[src/rtl/temp.sv]
// Token-only circular buffer: counts tokens in and out, carries no payload.
// Latency: a token pushed at edge N is offered downstream in the cycle after edge N.
// Backpressure: ready_o drops when all DEPTH slots are occupied; both handshakes come from registered count only.
module temp #(
    parameter int DEPTH = 4
) (
    input  logic clk,
    input  logic arst_n,
    input  logic valid_i,
    output logic ready_o,
    output logic valid_o,
    input  logic ready_i
);

    localparam int PTR_W = (DEPTH > 1) ? $clog2(DEPTH) : 1;
    localparam int CNT_W = $clog2(DEPTH + 1);

    // Last slot index and the full occupancy value, sized to their registers.
    localparam logic [PTR_W-1:0] PTR_LAST = PTR_W'(DEPTH - 1);
    localparam logic [CNT_W-1:0] CNT_FULL = CNT_W'(DEPTH);

    logic [PTR_W-1:0] wr_ptr;
    logic [PTR_W-1:0] rd_ptr;
    logic [CNT_W-1:0] count;
    logic             push;
    logic             pop;

    // Handshake flags depend only on the count register, so neither ready
    // nor valid has a combinational path from the opposite side's input.
    assign ready_o = (count != CNT_FULL);
    assign valid_o = (count != '0);

    assign push = valid_i & ready_o;
    assign pop  = valid_o & ready_i;

    // Write pointer: advance on push, wrap by explicit compare so any DEPTH works.
    always_ff @(posedge clk) begin
        if (!arst_n) begin
            wr_ptr <= '0;
        end else if (push) begin
            wr_ptr <= (wr_ptr == PTR_LAST) ? '0 : wr_ptr + PTR_W'(1);
        end
    end

    // Read pointer: advance on pop, same explicit wrap.
    always_ff @(posedge clk) begin
        if (!arst_n) begin
            rd_ptr <= '0;
        end else if (pop) begin
            rd_ptr <= (rd_ptr == PTR_LAST) ? '0 : rd_ptr + PTR_W'(1);
        end
    end

    // Occupancy: a simultaneous push and pop cancel out; push is already
    // gated by full and pop by empty, so the count cannot leave 0..DEPTH.
    always_ff @(posedge clk) begin
        if (!arst_n) begin
            count <= '0;
        end else begin
            case ({push, pop})
                2'b10:   count <= count + CNT_W'(1);
                2'b01:   count <= count - CNT_W'(1);
                default: count <= count;
            endcase
        end
    end

endmodule

[config.mk]
export PLATFORM = sky130hd
export DESIGN_NAME = temp
export DESIGN_NICKNAME = d
export VERILOG_FILES = /design/src/rtl/temp.sv
export SDC_FILE = /design/constraint.sdc
export NUM_CORES = 1
export LEC_CHECK = 0
export CAP_MARGIN = 20
export CORE_AREA = 2 2 39 41
export CTS_CLUSTER_SIZE = 8
export DETAILED_ROUTE_END_ITERATION = 7
export DIE_AREA = 0 0 41 43
export GPL_TIMING_DRIVEN = 0
export SLEW_MARGIN = 15
export SYNTH_ARGS = -nofsm -noshare
export SYNTH_HDL_FRONTEND = slang
export SYNTH_SLANG_ARGS = --single-unit
[constraint.sdc]
create_clock -name clk -period 1.85 [get_ports clk]
set_input_delay 0.185 -clock clk [delete_from_list [all_inputs] [get_ports clk]]
set_output_delay 0.185 -clock clk [all_outputs]
set_load 0.01 [all_outputs]
**After elaboration in Yosys (flattened, before gate mapping)**

Cells that the tools add are included.

- Reduce and logical (&&, ||, !) cells: 2
- Bitwise logic cells: 2
- Equality and inequality tests: 3
- $add $sub $neg: 2
- Multiplexer cells: 1

Operators with widths:

| operator | number |
|---|---|
| 3-bit one-hot mux with 2 select lines | 1 |
| 3-bit by 1-bit adder with 3-bit output, second input constant | 1 |
| 3-bit inequality test, second input constant | 1 |
| 3-bit nonzero test | 1 |
| 3-bit by 1-bit subtractor with 3-bit output, second input constant | 1 |
| 1-bit bitwise AND | 2 |
| 2-bit by 1-bit equality test with 1-bit output, second input constant | 1 |
| 2-bit equality test, second input constant | 1 |
| 2-bit nonzero test | 1 |

- Register bits: 3
- Input bits: 4
- Word-level logic and storage cells: 11

**Logic depth before layout (Yosys ltp)**

Gate-level depths: netlist of run 1.

- Depth in word-level cells: 4
- Depth in mapped cells: 9
- Gate-level depth less buffers: 9

**Worst setup path after synthesis of run 1**

No wires, ideal clock.

- Kind: reg-to-reg
- Start: register count[0]
- End: register count[2]
- Period minus slack after synthesis: 1893 ps
- Path slack: -43 ps
- Required time: 1780 ps
- Stages on the path, launching flop included: 9
- Arrival time: 1823 ps
- Setup time: 70 ps
- Path through: dfxtp_1 or3_1 and2_1 ha_1 inv_1 fa_1 xor2_1 or3_1 a21boi_1

- Word-level cells in the longest chain between the ends: 4
- Elaborated cells between the ends (all ways): 10

RTL lines:

| element | line | text |
|---|---|---|
| from (decl) | 24 | `logic [CNT_W-1:0] count;` |
| from (signal assigned) | 61 | `2'b10: count <= count + CNT_W'(1);` |
| from (signal assigned) | 62 | `2'b01: count <= count - CNT_W'(1);` |
| from (signal assigned) | 63 | `default: count <= count;` |
| 3-bit nonzero test * | 31 | `assign valid_o = (count != '0);` |
| net valid_o | 11 | `output logic valid_o,` |
| 1-bit bitwise AND * | 34 | `assign pop = valid_o & ready_i;` |
| 2-bit by 1-bit equality test with 1-bit output / 2-bit equality test (equally long branches) | 60 | `case ({push, pop})` |
| 3-bit one-hot mux with 2 select lines / 2-bit nonzero test (equally long branches) | - |  |

Mark *: on every way through the listed nets, which the timed path passes. The rest lies on a longest branch.
A chain may end at the register's enable or synchronous reset.

**Final worst setup path of run 1**

- Start: register count[1]
- End: register count[2]

- Word-level cells in the longest chain between the ends: 4
- Elaborated cells between the ends (all ways): 10

RTL lines:

| element | line |
|---|---|
| 3-bit inequality test / 3-bit nonzero test (equally long branches) | 30, 31 |
| 1-bit bitwise AND, on equally long branches | 33, 34 |
| 2-bit by 1-bit equality test with 1-bit output / 2-bit equality test (equally long branches) | 60 |
| 3-bit one-hot mux with 2 select lines / 2-bit nonzero test (equally long branches) | - |

Parallel ways exist; a longest one is shown, timed or not.

==> results of run 1 <==
==> kinds of logic (layout without fill, tap and decap cells) <==
kind of cell | Yosys count | in the layout | synth area share (%)
buf+inv | 3 | 13 | 6.16
compound gates | 3 | 3 | 9.59
fa+ha+maj | 2 | 2 | 17.8
xor+xnor | 2 | 2 | 9.59
simple gates | 8 | 8 | 24.0
flops | 3 | 3 | 32.9
==> stage by stage <==
step,utilization [%],instances
2_1_floorplan,-,21
3_3_place_gp,18.6,42
3_5_place_dp,18.6,42
4_1_cts,21.9,47
5_1_grt,23.1,47
6_report,23.1,47
==> cells in the final DEF (no fill, tap or decap) <==
cell	instances
o21ai_1	1
fa_2	1
and2_1	2
clkbuf_1	1
or3_1	1
nand3_2	1
dfxtp_2	3
xnor2_1	1
nand2_2	1
nand2_1	1
or3_4	1
o21ai_0	1
inv_2	2
ha_4	1
xor2_1	1
buf_4	1
inv_1	1
and2_4	1
a21boi_1	1
clkdlybuf4s50_1	5
clkbuf_4	3
==> routing by layer <==
metal	part of all wire [%]	vias up	GRT usage (%)
met2	44	6	5.31
met5	0	-	0
li1	-	87	-
met4	0	0	6.00
met1	46	78	5.13
met3	9.0	0	3.14
==> how the worst max path moves through the flow <==
stage             start  endpoint  cells past startpoint
3_3_place_gp    ready_i  count[2]                      8
4_1_cts        count[1]  count[2]                      8
5_1_grt        count[1]  count[2]                      8
2_1_floorplan  count[1]  count[2]                      8
6_report       count[1]  count[2]                      8
3_5_place_dp    ready_i  count[2]                      8
==> power groups by stage <==
stage                     Sequential (mW)  Clock (mW)  Combinational, mW
after detailed placement            0.115           0              0.257
after CTS                           0.122       0.120              0.294
final                               0.123       0.112              0.318
after global placement              0.115           0              0.254
after global routing                0.128       0.126              0.351
after floorplan                     0.111           0              0.176
==> layout make-up <==
class / count / area, um^2 / area share, %
tap: 16 / 20.0 / 6.25
inverter: 3 / 11.3 / 3.52
timing repair buffer: 6 / 57.6 / 18.0
sequential: 3 / 63.8 / 19.9
clock buffer: 4 / 26.3 / 8.20
multi-input combinational: 15 / 141 / 44.1
==> what timing repair did <==
| item | in CTS | in global routing |
|---|---|---|
| resized for setup | 9 | 3 |
| setup buffers | 1 | 0 |
| pin swaps | 3 | 3 |
| hold buffers | 0 | 0 |
| setup endpoints to repair | 2 | 2 |
==> critical path, stage by stage, from the launching register on <==
cell,delay (ns)
dfxtp_2,0.32
or3_4,0.38
and2_4,0.15
ha_4,0.15
inv_2,0.05
fa_2,0.18
xor2_1,0.07
or3_1,0.30
a21boi_1,0.14
==> impl_metrics.ini, run 1 <==
[min_path]
hold_end = count[2]
holdPathStages = 2
hold_class = reg2reg
min-delay-start = count[2]

[timing]
finalWorstSetupSlack_ns = 0.0473
rsz0062_at_grt = true
worstMarginPinSlew_ns = 0.144
hold_slack_ns = 0.502
fin_crit_sh_pct = 97.4
slew_headroom_pct = 90.3
clock_skew_ns = 0.00222
post-route-min-period_ns = 1.80
hold_viol = 0
setup_tns_ns = 0
drv_slew = 0
fmax_mhz = 555
setup_viol = 0

[floorplanning]
std_cell_rows = 14
core_mm2 = 0.00138
initial_core_util_pct = 13.2
ios = 6
die_h_um = 43
die_area_mm2 = 0.00176
die_x_um = 41

[global_route]
grt_pass1_vias = 146
gr-usage-all-layers_pct = 4.81
grt_pass1_wl_um = 517
overflow = 0
antenna_found_initial = 0
grt_max_degree = 6

[routing]
wl_um = 344
vias_per_cell = 3.64
post_drt_wl_per_cell_um = 7.32
first_pass_iters = 2
dr_total_vias = 171
drcViolationCount = 0
detail-route-antenna-nets = 0
drt-initial-drc-count = 5

[synthesis]
synth_edf_count = 0
yosys-top-cells-area = dfxtp_1 (33%), fa_1 (11%), and2_1 (10%)
async_flop_share_pct = 0
ys_seq_elements = 3
synth_top_cell_area_share_pct = 32.9
syn_area_um2 = 183
avgSynthCellArea_um2 = 8.70
ys.warnings.count = 0
synth_common_cells = and2_1 (3), dfxtp_1 (3), inv_1 (3)
seq_area_frac_synth_pct = 32.9
ys_types = 12
synth_flop_cell = dfxtp_1
syn_nets = 27
synth_top_cell_by_area = dfxtp_1
syn_inst = 21

[clock_network]
tritoncts = done
htree_levels = 1
numCtsBuffers = 3
cts_max_path_buffers = 2
cts_sinks = 3
clock_latency_ns = 0.23
clk_pin_slew_ns = 0.04
cts_root_buf = clkbuf_4

[placed_design]
postPlaceCellArea_um2 = 258
routabilityCongestion = 0.607
dpl_worst_slack_ns = -0.160
port_buffers = 5

[setup_path]
cp-end-kind = flop
reg2reg_depth = 8
critical_path.max_fanout = 3
critPathKind = reg2reg
arrival_ns = 1.96
r2r_end = count[2]
r2r_start = count[1]
worstPathRequired_ns = 2.01
startpoint_type = flop
regToRegSetupSlack_ns = 0.05

[finish]
largest-register = count
antenna_cells = 0
top_regs = count (3)
drive_gt1_share_pct = 48.4
final_area_um2 = 320
fill_cells = 158
nets = 38
areaGrowthSynthToFinish_pct = 75.3
largest_reg_flops = 3

[pwr]
p_sw_mw = 0.184
swShare_pct = 33.2
fin_total_pwr_mw = 0.553
clkPwrFrac_pct = 20.3
p_leak_nw = 0.115
power_density_mw_per_mm2 = 1730
combPwrFrac_pct = 57.5
p_int_mw = 0.370
p_seq_share_pct = 22.2
ir_drop_mv = 0.381

[run]
maxCapViolCount = 0

[status]
status = finished clean
No activity file was read; power rests on OpenSTA's default activity.
==> inputs of run 2 (changes only) <==
Settings changed: SKIP_LAST_GASP set to 1, SLEW_MARGIN 15 to 10.
==> results of run 2 <==
The final DEF is identical to that of run 1; final timing and power are the same.
==> inputs of run 3 (changes only) <==
Settings changed: SLEW_MARGIN 10 to 20.
==> results of run 3 <==
The final DEF is identical to that of run 1; final timing and power are the same.
